### src/rtl/adc_spi_capture.sv
`default_nettype none
// ============================================================================
//  Module   : adc_spi_capture
//  Purpose  : SPI capture engine for NCH serial ADCs sharing CS and SCLK.
//             Runs entirely on clk and generates cs_n/sclk itself. Supports
//             single-shot (start) and back-to-back (continuous) frames, a
//             read handshake (data_valid/data_ack) and sticky overrun.
//  Ports    : clk, reset_n (async, active low)
//             start, continuous     - frame requests (sampled in IDLE)
//             sdata[NCH]            - serial data, bit c = channel c
//             data_ack              - consumer has read data_out
//             cs_n, sclk            - ADC pins (both idle high)
//             data_out              - channel c at [c*DATA_BITS +: DATA_BITS]
//             done_tick, data_valid, overrun, busy, frame_err
//  Options  : ADC_FRAME_CHECK_EN - when defined, the leading (non-data) bits
//             of every frame are checked for zero; a violation sets the
//             sticky frame_err. Undefined: frame_err is tied low.
//  Revision : 1.0 - initial release
// ============================================================================
module adc_spi_capture #(
    parameter int NCH          = 2,
    parameter int FRAME_BITS   = 16,
    parameter int DATA_BITS    = 12,
    parameter int CLK_DIV      = 4,
    parameter int QUIET_CYCLES = 8
) (
    input  logic                     clk,
    input  logic                     reset_n,
    input  logic                     start,
    input  logic                     continuous,
    input  logic [NCH-1:0]           sdata,
    input  logic                     data_ack,
    output logic                     cs_n,
    output logic                     sclk,
    output logic [NCH*DATA_BITS-1:0] data_out,
    output logic                     done_tick,
    output logic                     data_valid,
    output logic                     overrun,
    output logic                     busy,
    output logic                     frame_err
);

    localparam int c_CNT_MAX = (CLK_DIV > QUIET_CYCLES) ? CLK_DIV : QUIET_CYCLES;
    localparam int c_CNT_W   = (c_CNT_MAX > 1) ? $clog2(c_CNT_MAX) : 1;
    localparam int c_BIT_W   = (FRAME_BITS > 1) ? $clog2(FRAME_BITS) : 1;

    localparam logic [c_CNT_W-1:0] c_DIV_LAST   = c_CNT_W'(CLK_DIV - 1);
    localparam logic [c_CNT_W-1:0] c_QUIET_LAST = c_CNT_W'(QUIET_CYCLES - 1);
    localparam logic [c_BIT_W-1:0] c_BIT_LAST   = c_BIT_W'(FRAME_BITS - 1);

    // Without the leading-bit check only the data bits need storing: the
    // leading bits simply fall off the top of the shift register.
`ifdef ADC_FRAME_CHECK_EN
    localparam int c_SR_W = FRAME_BITS;
`else
    localparam int c_SR_W = DATA_BITS;
`endif

    localparam logic [2:0] c_IDLE  = 3'd0;
    localparam logic [2:0] c_SETUP = 3'd1;
    localparam logic [2:0] c_SHIFT = 3'd2;
    localparam logic [2:0] c_LOAD  = 3'd3;
    localparam logic [2:0] c_QUIET = 3'd4;

    logic [2:0]         r_state, w_state_nxt;
    logic [c_CNT_W-1:0] r_cnt, w_cnt_nxt;
    logic [c_BIT_W-1:0] r_bit, w_bit_nxt;
    logic               r_phase, w_phase_nxt;   // 0: sclk low half, 1: sclk high half
    logic               w_sample;
    logic               w_cs_n_nxt, w_sclk_nxt, w_busy_nxt;
    logic               r_cs_n, r_sclk, r_busy;
    logic [c_SR_W-1:0]  r_shift [NCH];
    logic [NCH*DATA_BITS-1:0] r_data_out;
    logic               r_done, r_valid, r_overrun;

    // ------------------------------------------------------------------
    // State register (with the timing counters that belong to the FSM)
    // ------------------------------------------------------------------
    always_ff @(posedge clk or negedge reset_n) begin
        if (!reset_n) begin
            r_state <= c_IDLE;
            r_cnt   <= '0;
            r_bit   <= '0;
            r_phase <= 1'b0;
        end else begin
            r_state <= w_state_nxt;
            r_cnt   <= w_cnt_nxt;
            r_bit   <= w_bit_nxt;
            r_phase <= w_phase_nxt;
        end
    end

    // ------------------------------------------------------------------
    // Next-state logic
    // ------------------------------------------------------------------
    always_comb begin
        w_state_nxt = r_state;
        w_cnt_nxt   = r_cnt + 1'b1;
        w_bit_nxt   = r_bit;
        w_phase_nxt = r_phase;
        w_sample    = 1'b0;
        case (r_state)
            c_IDLE: begin
                w_cnt_nxt = '0;
                if (start || continuous) begin
                    w_state_nxt = c_SETUP;
                end
            end
            c_SETUP: begin
                if (r_cnt == c_DIV_LAST) begin
                    w_state_nxt = c_SHIFT;
                    w_cnt_nxt   = '0;
                    w_bit_nxt   = '0;
                    w_phase_nxt = 1'b0;
                end
            end
            c_SHIFT: begin
                if (r_cnt == c_DIV_LAST) begin
                    w_cnt_nxt = '0;
                    if (!r_phase) begin
                        // End of the low half: this edge raises sclk and samples.
                        w_sample = 1'b1;
                        if (r_bit == c_BIT_LAST) begin
                            w_state_nxt = c_LOAD;
                        end else begin
                            w_phase_nxt = 1'b1;
                            w_bit_nxt   = r_bit + 1'b1;
                        end
                    end else begin
                        w_phase_nxt = 1'b0;
                    end
                end
            end
            c_LOAD: begin
                w_state_nxt = c_QUIET;
                w_cnt_nxt   = '0;
            end
            c_QUIET: begin
                if (r_cnt == c_QUIET_LAST) begin
                    w_cnt_nxt   = '0;
                    w_state_nxt = continuous ? c_SETUP : c_IDLE;
                end
            end
            default: begin
                w_state_nxt = c_IDLE;
                w_cnt_nxt   = '0;
            end
        endcase
    end

    // ------------------------------------------------------------------
    // Output decode from the next state; registered below so the ADC pins
    // are glitch-free and change on the same edge as the state.
    // LOAD is the single cycle after the last sample: the frame is committed
    // on the edge that leaves it, which is also where cs_n rises.
    // ------------------------------------------------------------------
    always_comb begin
        w_cs_n_nxt = 1'b1;
        w_sclk_nxt = 1'b1;
        w_busy_nxt = (w_state_nxt != c_IDLE);
        if (w_state_nxt == c_SETUP || w_state_nxt == c_SHIFT || w_state_nxt == c_LOAD) begin
            w_cs_n_nxt = 1'b0;
        end
        if (w_state_nxt == c_SHIFT && !w_phase_nxt) begin
            w_sclk_nxt = 1'b0;
        end
    end

    // ------------------------------------------------------------------
    // Pin registers and capture datapath
    // ------------------------------------------------------------------
    always_ff @(posedge clk or negedge reset_n) begin
        if (!reset_n) begin
            r_cs_n     <= 1'b1;
            r_sclk     <= 1'b1;
            r_busy     <= 1'b0;
            r_done     <= 1'b0;
            r_valid    <= 1'b0;
            r_overrun  <= 1'b0;
            r_data_out <= '0;
            for (int c = 0; c < NCH; c++) begin
                r_shift[c] <= '0;
            end
        end else begin
            r_cs_n <= w_cs_n_nxt;
            r_sclk <= w_sclk_nxt;
            r_busy <= w_busy_nxt;
            r_done <= (r_state == c_LOAD);
            if (w_sample) begin
                for (int c = 0; c < NCH; c++) begin
                    r_shift[c] <= {r_shift[c][c_SR_W-2:0], sdata[c]};
                end
            end
            if (r_state == c_LOAD) begin
                for (int c = 0; c < NCH; c++) begin
                    r_data_out[c*DATA_BITS +: DATA_BITS] <= r_shift[c][DATA_BITS-1:0];
                end
                // An ack in the LOAD cycle retires the old word, so the new
                // one is valid with no overrun.
                r_valid <= 1'b1;
                if (r_valid && !data_ack) begin
                    r_overrun <= 1'b1;
                end
            end else if (data_ack) begin
                r_valid <= 1'b0;
            end
        end
    end

`ifdef ADC_FRAME_CHECK_EN
    localparam logic [c_SR_W-1:0] c_LEAD_MASK = {c_SR_W{1'b1}} << DATA_BITS;
    logic w_lead_err;
    logic r_frame_err;

    always_comb begin
        w_lead_err = 1'b0;
        for (int c = 0; c < NCH; c++) begin
            w_lead_err = w_lead_err | (|(r_shift[c] & c_LEAD_MASK));
        end
    end

    always_ff @(posedge clk or negedge reset_n) begin
        if (!reset_n) begin
            r_frame_err <= 1'b0;
        end else if (r_state == c_LOAD && w_lead_err) begin
            r_frame_err <= 1'b1;
        end
    end

    assign frame_err = r_frame_err;
`else
    assign frame_err = 1'b0;
`endif

    assign cs_n       = r_cs_n;
    assign sclk       = r_sclk;
    assign busy       = r_busy;
    assign done_tick  = r_done;
    assign data_valid = r_valid;
    assign overrun    = r_overrun;
    assign data_out   = r_data_out;

endmodule
`default_nettype wire
### config.mk
export PLATFORM = sky130hd
export DESIGN_NAME = adc_spi_capture
export DESIGN_NICKNAME = d
export VERILOG_FILES = /design/src/rtl/adc_spi_capture.sv
export SDC_FILE = /design/constraint.sdc
export NUM_CORES = 1
export LEC_CHECK = 0
export CAP_MARGIN = 20
export CORE_MARGIN = 1.5
export CORE_UTILIZATION = 55
export CTS_CLUSTER_DIAMETER = 100
export DETAILED_ROUTE_END_ITERATION = 16
export PLACE_DENSITY = 0.87
export SLEW_MARGIN = 5
export SYNTH_ARGS = -nofsm -noshare
export SYNTH_HDL_FRONTEND = slang
export SYNTH_SLANG_ARGS = --single-unit
### constraint.sdc
create_clock -name clk -period 5.31 [get_ports clk]
set_input_delay 1.062 -clock clk [delete_from_list [all_inputs] [get_ports clk]]
set_output_delay 1.062 -clock clk [all_outputs]
set_load 0.005 [all_outputs]
==> run metrics, run 1 <==
outcome=finished clean; Required @ worst endpoint=4250 ps; Async SR Flop Fraction=100%; type of the tightest min-delay check=flop to flop; path length in cells of the critical path=1; via count of the first global-routing pass=1,739; worst reg2reg path endpoint=busy; power per unit of standard cell area=280 nW/µm²; total negative slack=0 ps; pin count of the biggest net entering global routing=66; element type at the critical path end=primary output; proportion of total power due to net switching=20.3%; Max Cap Viol=0; share of the cycle needed by the critical path after routing=45.1%; layout cell share with drive strength beyond 1=8.90%; input/output buffers=36; count of synthesis-stage warnings from yosys=0; Critical-path top delay cell=sky130_fd_sc_hd__dfstp_2; Yosys reg bits=65; leakage component of the power=around 1.6 nW; via count normalized by instance count=5.28; Finished Cell Area=approximately 3300 µm²; NetSw=between 0.15 and 0.2 mW; unrepaired setup endpoints after global routing=false; share of total power in combinational logic=~2.0%; first-pass GRT wire length=7710 µm; Worst VDD drop=between 0.15 and 0.2 mV; cell internal pwr=0.730 mW; row count=25; total global routing overflow=0; Slew HR=a little under two fifths; Detailed Route WL=4580 µm; clock root buffer master=sky130_fd_sc_hd__clkbuf_8; number of antenna violations at the first check in global routing=0; number of setup violations in the final report=0; Hold Slack=430 ps; biggest cell delay along the critical path=520 ps; Clock Latency Late Sink=about 330 ps; count of boundary I/O pins=38; Final Hold Viols=0; launching point of the worst reg2reg path=r_cnt[0]; number of nets still failing antenna checks after routing=0; power after layout=0.915 mW; post-synthesis cell area=2740 µm²; crit path buf inv count=1; remaining routing DRC violations=0; RePlAce Congestion=0.750; level count of the clock H-tree=3; Total Die Area=5410 µm²; biggest fanout along the worst timing path=1; cell count after synthesis=244; kind of start point of the critical path=flop; WP data arrival=1330 ps; overall via count from detail_route=1,837; maximum clock frequency=0.417 GHz; post-CTS setup-driven buffer insertion count=0; count of TritonRoute iterations in the first routing pass=5; most frequent standard cell in the layout excluding fill and tap cells=sky130_fd_sc_hd__nand2_1; PostCTS Resize Cnt=0; filler cell count=between 300 and 400; portion of the post-synthesis area used by sequential elements=59.5%; Synthesized Nets=256; gate family responsible for the most delay along the worst path=flip-flops; Avg Synthesized Cell Area=around 11 µm²; number of sinks handled by clock tree synthesis=65; clock-pin transition on the worst setup and hold timing paths=60 ps; Layout Nets=between 200 and 300; Register-to-Register Path Depth=6; post-cts hold buffer count=0; Hold EP=r_cnt[0]; sequential cell fraction of total power=a little under three fifths; die boundary width=roughly 74 µm; buffer depth of the longest clock path=2; post-placement cell area=3090 µm²; Most used DFF post-synth=sky130_fd_sc_hd__dfrtp_1; height of the die=73.6 µm; number of flops mapped to enable cells by yosys=0; total CTS buffers=9; Initial Util=57.6%; DRC violation total after the first TritonRoute iteration=92; worst setup path startpoint=cs_n; hold-critical path depth=1; Slew Limit Fails=0; portion of total power attributed to the clock network=43.0%; core area=between 4000 and 5000 µm²; list of cells traversed by the critical path=clkdlybuf4s50_1; commonest cells after routing, fill and taps aside=sky130_fd_sc_hd__nand2_1 (78), sky130_fd_sc_hd__dfrtp_1 (63), sky130_fd_sc_hd__clkdlybuf4s50_1 (35); slew at the pin with the worst max-slew slack=943 ps; ant diodes=0; distinct cell type count of the synthesized netlist=45; Final Critical Period=2400 ps; origin of the worst min-delay path=r_cnt[0]; HPWL Detailed=2870 µm; routed wire length per instance=13.2 µm; clock tree from TritonCTS=yes; P&R area growth vs syn=19.5%; Setup Skew=7.36 ps; setup slack on the worst flop-to-flop path=3100 ps; Setup Crit Path Kind=flop to primary output; overall global routing resource usage=roughly a fifth
[per-layer routing]
metal  routed length (µm)  GRT usage [%]  share of wire, %
met5                    0              0                 0
met4                   84           10.3               1.8
met3                  230           5.76               5.0
met2                 2190           29.3                48
met1                 2070           24.6                45
[sequential cells by signal, indices dropped and copies added, names as in the netlist]
| register | cells |
|---|---|
| r_shift | 24 |
| r_cnt | 3 |
| overrun | 1 |
| sclk | 1 |
| done_tick | 1 |
| data_valid | 1 |
| data_out | 24 |
| r_bit | 4 |
| r_state | 3 |
| cs_n | 1 |
| r_phase | 1 |
| busy | 1 |
[worst reg2reg max path: cells and delay by family, from the launching register on]
family	cells	cell delay [ps]
AND/OR/NAND/NOR	3	1010
adder cells (fa/ha/maj)	2	530
flip-flops	1	350
AO/OA/AOI/OAI	1	270
[synthesized netlist by cell type, drive strengths merged (3+ instances only)]
| master | count | share of area [%] |
|---|---|---|
| nand2b | 5 | 1.5 |
| inv | 6 | 0.82 |
| nand2 | 78 | 11 |
| ha | 5 | 2.3 |
| o21ai | 4 | 0.73 |
| mux2 | 24 | 9.9 |
| buf | 14 | 3.6 |
| nor3 | 5 | 1.3 |
| nor2 | 3 | 0.41 |
| a21oi | 8 | 1.5 |
| dfrtp | 63 | 58 |
[cell type report]
cell class	count	area (µm²)	share of cell area (%)
clock inverter	3	42.5	1.30
tap	67	83.8	2.56
multi-input combinational	159	991	30.3
sequential	65	1630	49.8
clock buffer	11	141	4.32
timing repair buffer	37	363	11.1
inverter	6	22.5	0.688
[metrics by stage]
stage                     worst slack (ps)  utilization (%)  cells
after floorplan                       3380                -    244
after global placement                2930             65.0    334
after detailed placement              2870             65.0    334
after CTS                             2900             68.8    348
after global routing                  2890             68.8    348
final                                 2910             68.8    348
[kinds of logic (layout without fill, tap and decap cells)]
family                     after synthesis  after routing  synth area share (%)
AOI/OAI and AO/OA                       25             25                  6.12
DFF                                     65             65                  59.5
buffers and inverters                   20             57                  4.38
adders and majority gates                5              5                  2.28
xor gates and xnor gates                 2              2                 0.639
muxes                                   24             24                  9.86
other                                    1              1                 0.137
and+or+nand+nor                        102            102                  17.1
[power groups by stage]
| stage | clock (mW) | combinational (mW) | sequential, mW |
|---|---|---|---|
| 2_1_floorplan | 0 | 0.00452 | 0.512 |
| 3_3_place_gp | 0 | 0.0182 | 0.512 |
| 6_report | 0.394 | 0.0182 | 0.503 |
| 5_1_grt | 0.422 | 0.0218 | 0.504 |
| 4_1_cts | 0.405 | 0.0189 | 0.503 |
| 3_5_place_dp | 0 | 0.0188 | 0.513 |
[worst max-delay path by stage]
stage / endpoint
floorplan: busy
global placement: busy
detailed placement: busy
CTS: sclk
finish: cs_n
global route: busy
(Power assumes the default switching activity.)
==> run 2, diff against run 1 <==
--- a/config.mk
+++ b/config.mk
@@ -7,10 +7,10 @@
 export LEC_CHECK = 0
 export CAP_MARGIN = 20
 export CORE_MARGIN = 1.5
-export CORE_UTILIZATION = 55
+export CORE_UTILIZATION = 49
 export CTS_CLUSTER_DIAMETER = 100
 export DETAILED_ROUTE_END_ITERATION = 16
-export PLACE_DENSITY = 0.87
+export PLACE_DENSITY = 0.83
 export SLEW_MARGIN = 5
 export SYNTH_ARGS = -nofsm -noshare
 export SYNTH_HDL_FRONTEND = slang
==> constraint.sdc (replaced) <==
create_clock -name clk -period 2.14 [get_ports clk]
set_input_delay 0.428 -clock clk [delete_from_list [all_inputs] [get_ports clk]]
set_output_delay 0.428 -clock clk [all_outputs]
set_load 0.005 [all_outputs]
==> run metrics, run 2 (synthesis gave the netlist of run 1 again) <==
Detailed Route WL=4670 µm (+2.0%); overall via count from detail_route=1,820 (-0.93%); element type at the critical path end=flop; total global routing overflow=0 (unchanged); share of total power in combinational logic=2.1% (about the same); Final Hold Viols=0 (unchanged); share of the cycle needed by the critical path after routing=92.0%; total CTS buffers=9 (unchanged); Register-to-Register Path Depth=6 (unchanged); dominant cell type by count on the critical path=sky130_fd_sc_hd__ha_1; routed wire length per instance=13.0 µm (-0.88%); biggest fanout along the worst timing path=7 (+6); sequential cell fraction of total power=54.7% (-0.3 points); DRC violation total after the first TritonRoute iteration=135 (+47%); commonest cells after routing, fill and taps aside=sky130_fd_sc_hd__nand2_1 (78), sky130_fd_sc_hd__dfrtp_1 (63), sky130_fd_sc_hd__clkdlybuf4s50_1 (35); Initial Util=50.4% (-7.3 points); Hold Slack=90.3 ps (-340 ps); Max Cap Viol=0 (unchanged); HPWL Detailed=2980 µm (+3.9%); total negative slack=0 ps (unchanged); pin count of the biggest net entering global routing=66 (unchanged); power after layout=2.28 mW (+150%); Clock Latency Late Sink=340 ps (about the same); setup slack on the worst flop-to-flop path=170 ps (-2930 ps); Finished Layout Cells=358 (+2.9%); Final Critical Period=just under 2000 ps; portion of total power attributed to the clock network=43.2% (+0.2 points); number of setup violations in the final report=0 (unchanged); outcome=finished clean; maximum clock frequency=0.508 GHz; biggest cell delay along the critical path=390 ps (-130 ps); cell internal pwr=1.79 mW (+150%); row count=27 (+8.0%); RePlAce Congestion=0.830 (+11%); buffer depth of the longest clock path=2 (unchanged); final design utilization=61.0% (-7.9 points); Seq. cell area=1630 µm² (unchanged); post-cts hold buffer count=0 (unchanged); die boundary width=77.8 µm (+5.7%); level count of the clock H-tree=3 (unchanged); unrepaired setup endpoints after global routing=false; kind of start point of the critical path=flop; input/output buffers=36 (unchanged); Setup Skew=4.65 ps (-2.71 ps); overall global routing resource usage=17.5% (-1.7 points); Critical-path top delay cell=sky130_fd_sc_hd__dfrtp_1; count of TritonRoute iterations in the first routing pass=4 (-1); proportion of total power due to net switching=21.7% (+1.4 points); leakage component of the power=1.60 nW (+1.7%); height of the die=77.8 µm (+5.7%); Slew Limit Fails=0 (unchanged); launching point of the worst reg2reg path=r_cnt[0]; count of boundary I/O pins=38 (unchanged); Layout Nets=293 (+1.0%); WP data arrival=2180 ps (+850 ps); most frequent standard cell in the layout excluding fill and tap cells=sky130_fd_sc_hd__nand2_1; list of cells traversed by the critical path=ha_1 > ha_1 > nand2b_2 > nor3_4 > a211o_1 > or3_1; via count normalized by instance count=5.08 (-3.7%); Required @ worst endpoint=2350 ps (-1900 ps); first-pass GRT wire length=7980 µm (+3.5%); via count of the first global-routing pass=1,708 (-1.8%); NetSw=0.495 mW (+170%); Worst VDD drop=0.471 mV (+150%); remaining routing DRC violations=0 (unchanged); clock tree from TritonCTS=yes; total area of multi-input combinational cells=991 µm² (unchanged); clock root buffer master=sky130_fd_sc_hd__clkbuf_8; number of antenna violations at the first check in global routing=0 (unchanged); layout cell share with drive strength beyond 1=10.5% (+1.6 points); power per unit of standard cell area=689 nW/µm² (+150%); number of nets still failing antenna checks after routing=0 (unchanged); filler cell count=423 (+13%); P&R area growth vs syn=21.1%; PostCTS Resize Cnt=0 (unchanged); type of the tightest min-delay check=input port to async pin; Total Die Area=6050 µm² (+12%); ant diodes=0 (unchanged); clock-pin transition on the worst setup and hold timing paths=70 ps (about the same); post-CTS setup-driven buffer insertion count=0 (unchanged); core area=5440 µm² (+14%); worst reg2reg path endpoint=busy; total placed cells including tap cells=342 (+2.4%); Setup Crit Path Kind=flop to flop; number of sinks handled by clock tree synthesis=65 (unchanged)
## run 2: changes by cell type in the layout (fill, tap and decap cells not counted)
| cell | previous run | this run |
|---|---|---|
| sky130_fd_sc_hd__buf_12 | 0 | 1 |
| sky130_fd_sc_hd__buf_4 | 1 | 3 |
| sky130_fd_sc_hd__clkbuf_8 | 10 | 9 |
| sky130_fd_sc_hd__clkinv_2 | 1 | 4 |
| sky130_fd_sc_hd__clkinv_4 | 0 | 1 |
| sky130_fd_sc_hd__clkinvlp_4 | 1 | 0 |
## run 2: cell type report
class / count / area share (%)
timing repair buffer: 40 / 12.0
sequential: 65 / 49.1
tap: 72 / 2.72
multi-input combinational: 159 / 29.9
clock inverter: 6 / 1.77
clock buffer: 10 / 3.85
inverter: 6 / 0.679
## run 2: per-layer routing
metal  part of all wire, %  GRT usage (%)  vias up
met5                     0              0        -
met4                   2.5           10.9        0
met3                   4.0           3.88       10
met2                    45           26.1       46
met1                    49           23.1      885
li1                      -              -      879
## run 2: worst max-delay path by stage
stage / end / slack (ps) / startpoint
CTS: busy / 180 / r_cnt[0]
finish: busy / 170 / r_cnt[0]
global route: busy / 110 / r_cnt[0]
floorplan: busy / 280 / r_cnt[0]
global placement: busy / 290 / r_cnt[0]
detailed placement: busy / 180 / r_cnt[0]
## run 2: power by group through the flow
stage / Clock [mW] / Combinational [mW] / Sequential, mW
finish: 0.988 / 0.0478 / 1.25
global route: 1.06 / 0.0564 / 1.25
CTS: 1.01 / 0.0500 / 1.25
detailed placement: 0 / 0.0500 / 1.27
global placement: 0 / 0.0487 / 1.27
floorplan: 0 / 0.0112 / 1.27
## run 2: worst max-delay path, delay by kind of cell, from the launching register on
family	cells	cell delay [ps]
DFF	1	390
adders and majority gates	2	530
and+or+nand+nor	3	600
AOI/OAI and AO/OA	1	330
## run 2: through the flow
stage	cell area, µm²	setup WS (ps)
detailed placement	3130	184
finish	3320	172
global placement	3130	286
CTS	3320	176
global route	3320	110
floorplan	2740	279
==> run 3, diff against run 2 <==
--- a/config.mk
+++ b/config.mk
@@ -6,7 +6,6 @@
 export NUM_CORES = 1
 export LEC_CHECK = 0
 export CAP_MARGIN = 20
-export CORE_MARGIN = 1.5
 export CORE_UTILIZATION = 49
 export CTS_CLUSTER_DIAMETER = 100
 export DETAILED_ROUTE_END_ITERATION = 16
==> run metrics, run 3 (synthesis gave the netlist of run 1 again) <==
Final Critical Period=1970 ps (-1.89 ps); RePlAce Congestion=0.815 (-1.8%); first-pass GRT wire length=8340 µm (+4.5%); count of boundary I/O pins=38 (unchanged); kind of start point of the critical path=flop; type of the tightest min-delay check=input port to async pin; row count=26 (-3.7%); power per unit of standard cell area=724 nW/µm² (+5.1%); P&R area growth vs syn=22.1%; biggest fanout along the worst timing path=7 (unchanged); launching point of the worst reg2reg path=r_cnt[0]; filler cell count=416 (-1.7%); Total Die Area=5900 µm² (-2.6%); Setup Crit Path Kind=flop to flop; number of setup violations in the final report=0 (unchanged); unrepaired setup endpoints after global routing=false; layout cell share with drive strength beyond 1=10.1% (-0.35 points); Clock Latency Late Sink=340 ps (about the same); Layout Nets=294 (+0.34%); Slew Limit Fails=0 (unchanged); buffer depth of the longest clock path=2 (unchanged); number of sinks handled by clock tree synthesis=65 (unchanged); Required @ worst endpoint=2360 ps (about the same); Setup Skew=5.50 ps (+0.854 ps); count of TritonRoute iterations in the first routing pass=4 (unchanged); Detailed Route WL=4610 µm (-1.2%); share of the cycle needed by the critical path after routing=91.9% (about the same); post-CTS setup-driven buffer insertion count=0 (unchanged); commonest cells after routing, fill and taps aside=sky130_fd_sc_hd__nand2_1 (78), sky130_fd_sc_hd__dfrtp_1 (63), sky130_fd_sc_hd__clkdlybuf4s50_1 (35); PostCTS Resize Cnt=0 (unchanged); number of nets still failing antenna checks after routing=0 (unchanged); via count of the first global-routing pass=1,853 (+8.5%); list of cells traversed by the critical path=ha_1 > ha_1 > nand2b_2 > nor3_4 > a211o_1 > or3_1; via count normalized by instance count=5.20 (+2.3%); final design utilization=63.9% (+2.9 points); worst reg2reg path endpoint=busy; Register-to-Register Path Depth=6 (unchanged); dominant cell type by count on the critical path=sky130_fd_sc_hd__ha_1; leakage component of the power=1.61 nW (+0.68%); most frequent standard cell in the layout excluding fill and tap cells=sky130_fd_sc_hd__nand2_1; WP data arrival=2180 ps (about the same); DRC violation total after the first TritonRoute iteration=141 (+4.4%); maximum clock frequency=0.509 GHz (about the same); post-cts hold buffer count=0 (unchanged); clock-pin transition on the worst setup and hold timing paths=70 ps (about the same); Final Hold Viols=0 (unchanged); routed wire length per instance=13.0 µm (-0.60%); level count of the clock H-tree=3 (unchanged); element type at the critical path end=flop; clock root buffer master=sky130_fd_sc_hd__clkbuf_8; total CTS buffers=9 (unchanged); overall global routing resource usage=18.3% (+0.82 points); total negative slack=0 ps (unchanged); number of antenna violations at the first check in global routing=0 (unchanged); HPWL Detailed=2940 µm (-1.4%); Max Cap Viol=0 (unchanged); core area=5240 µm² (-3.7%); Initial Util=52.3% (+1.9 points); remaining routing DRC violations=0 (unchanged); clock tree from TritonCTS=yes; power after layout=2.42 mW (+6.0%); pin count of the biggest net entering global routing=66 (unchanged); height of the die=76.8 µm (-1.3%); total global routing overflow=0 (unchanged); biggest cell delay along the critical path=380 ps (about the same); overall via count from detail_route=1,851 (+1.7%); ant diodes=0 (unchanged); Worst VDD drop=0.467 mV (-0.80%); outcome=finished clean; setup slack on the worst flop-to-flop path=170 ps (about the same); input/output buffers=36 (unchanged); die boundary width=76.8 µm (-1.3%); Critical-path top delay cell=sky130_fd_sc_hd__dfrtp_1
[run 3: through the flow]
stage | hold slack [ps] | instance area [µm²] | worst slack, ps | instances
3_5_place_dp | 422 | 3140 | 212 | 341
2_1_floorplan | 132 | 2740 | 279 | 244
5_1_grt | 103 | 3350 | 78.2 | 356
6_report | 96.1 | 3350 | 174 | 356
3_3_place_gp | 418 | 3140 | 281 | 341
4_1_cts | 108 | 3350 | 176 | 356
[run 3: per-layer routing]
layer  share of wire (%)  global-route usage, %
met1                  48                   23.4
met2                  46                   28.0
met3                 4.7                   7.26
met4                 1.4                   6.73
met5                   0                      0
[run 3: worst max-delay path by stage]
stage / from / endpoint / slack (ps) / depth (start not counted)
floorplan: r_cnt[0] / busy / 280 / 7
global placement: r_cnt[0] / busy / 280 / 6
detailed placement: r_cnt[0] / busy / 210 / 6
CTS: r_cnt[0] / busy / 180 / 6
global route: r_cnt[0] / busy / 80 / 6
finish: r_cnt[0] / busy / 170 / 6
[run 3: layout make-up]
class,count,area (µm²),area share [%]
multi-input cells,159,991,29.6
flip-flops and latches,65,1630,48.7
repair buffers,41,405,12.1
clock buffers,12,145,4.34
well taps,70,87.6,2.62
inverters,6,22.5,0.673
clock inverters,3,65.1,1.94
[run 3: worst max-delay path, delay by kind of cell (launching register included)]
family	cells	cell delay (ps)
adders and majority gates	2	530
and+or+nand+nor	3	600
AOI/OAI and AO/OA	1	330
DFF	1	380
[run 3: power by group]
| part | total (mW) | switching (mW) | internal [mW] | leakage (nW) |
|---|---|---|---|---|
| Clock | 1.12 | 0.444 | 0.680 | 0.106 |
| Sequential | 1.25 | 0.00886 | 1.24 | 0.833 |
| Combinational | 0.0481 | 0.0304 | 0.0177 | 0.669 |
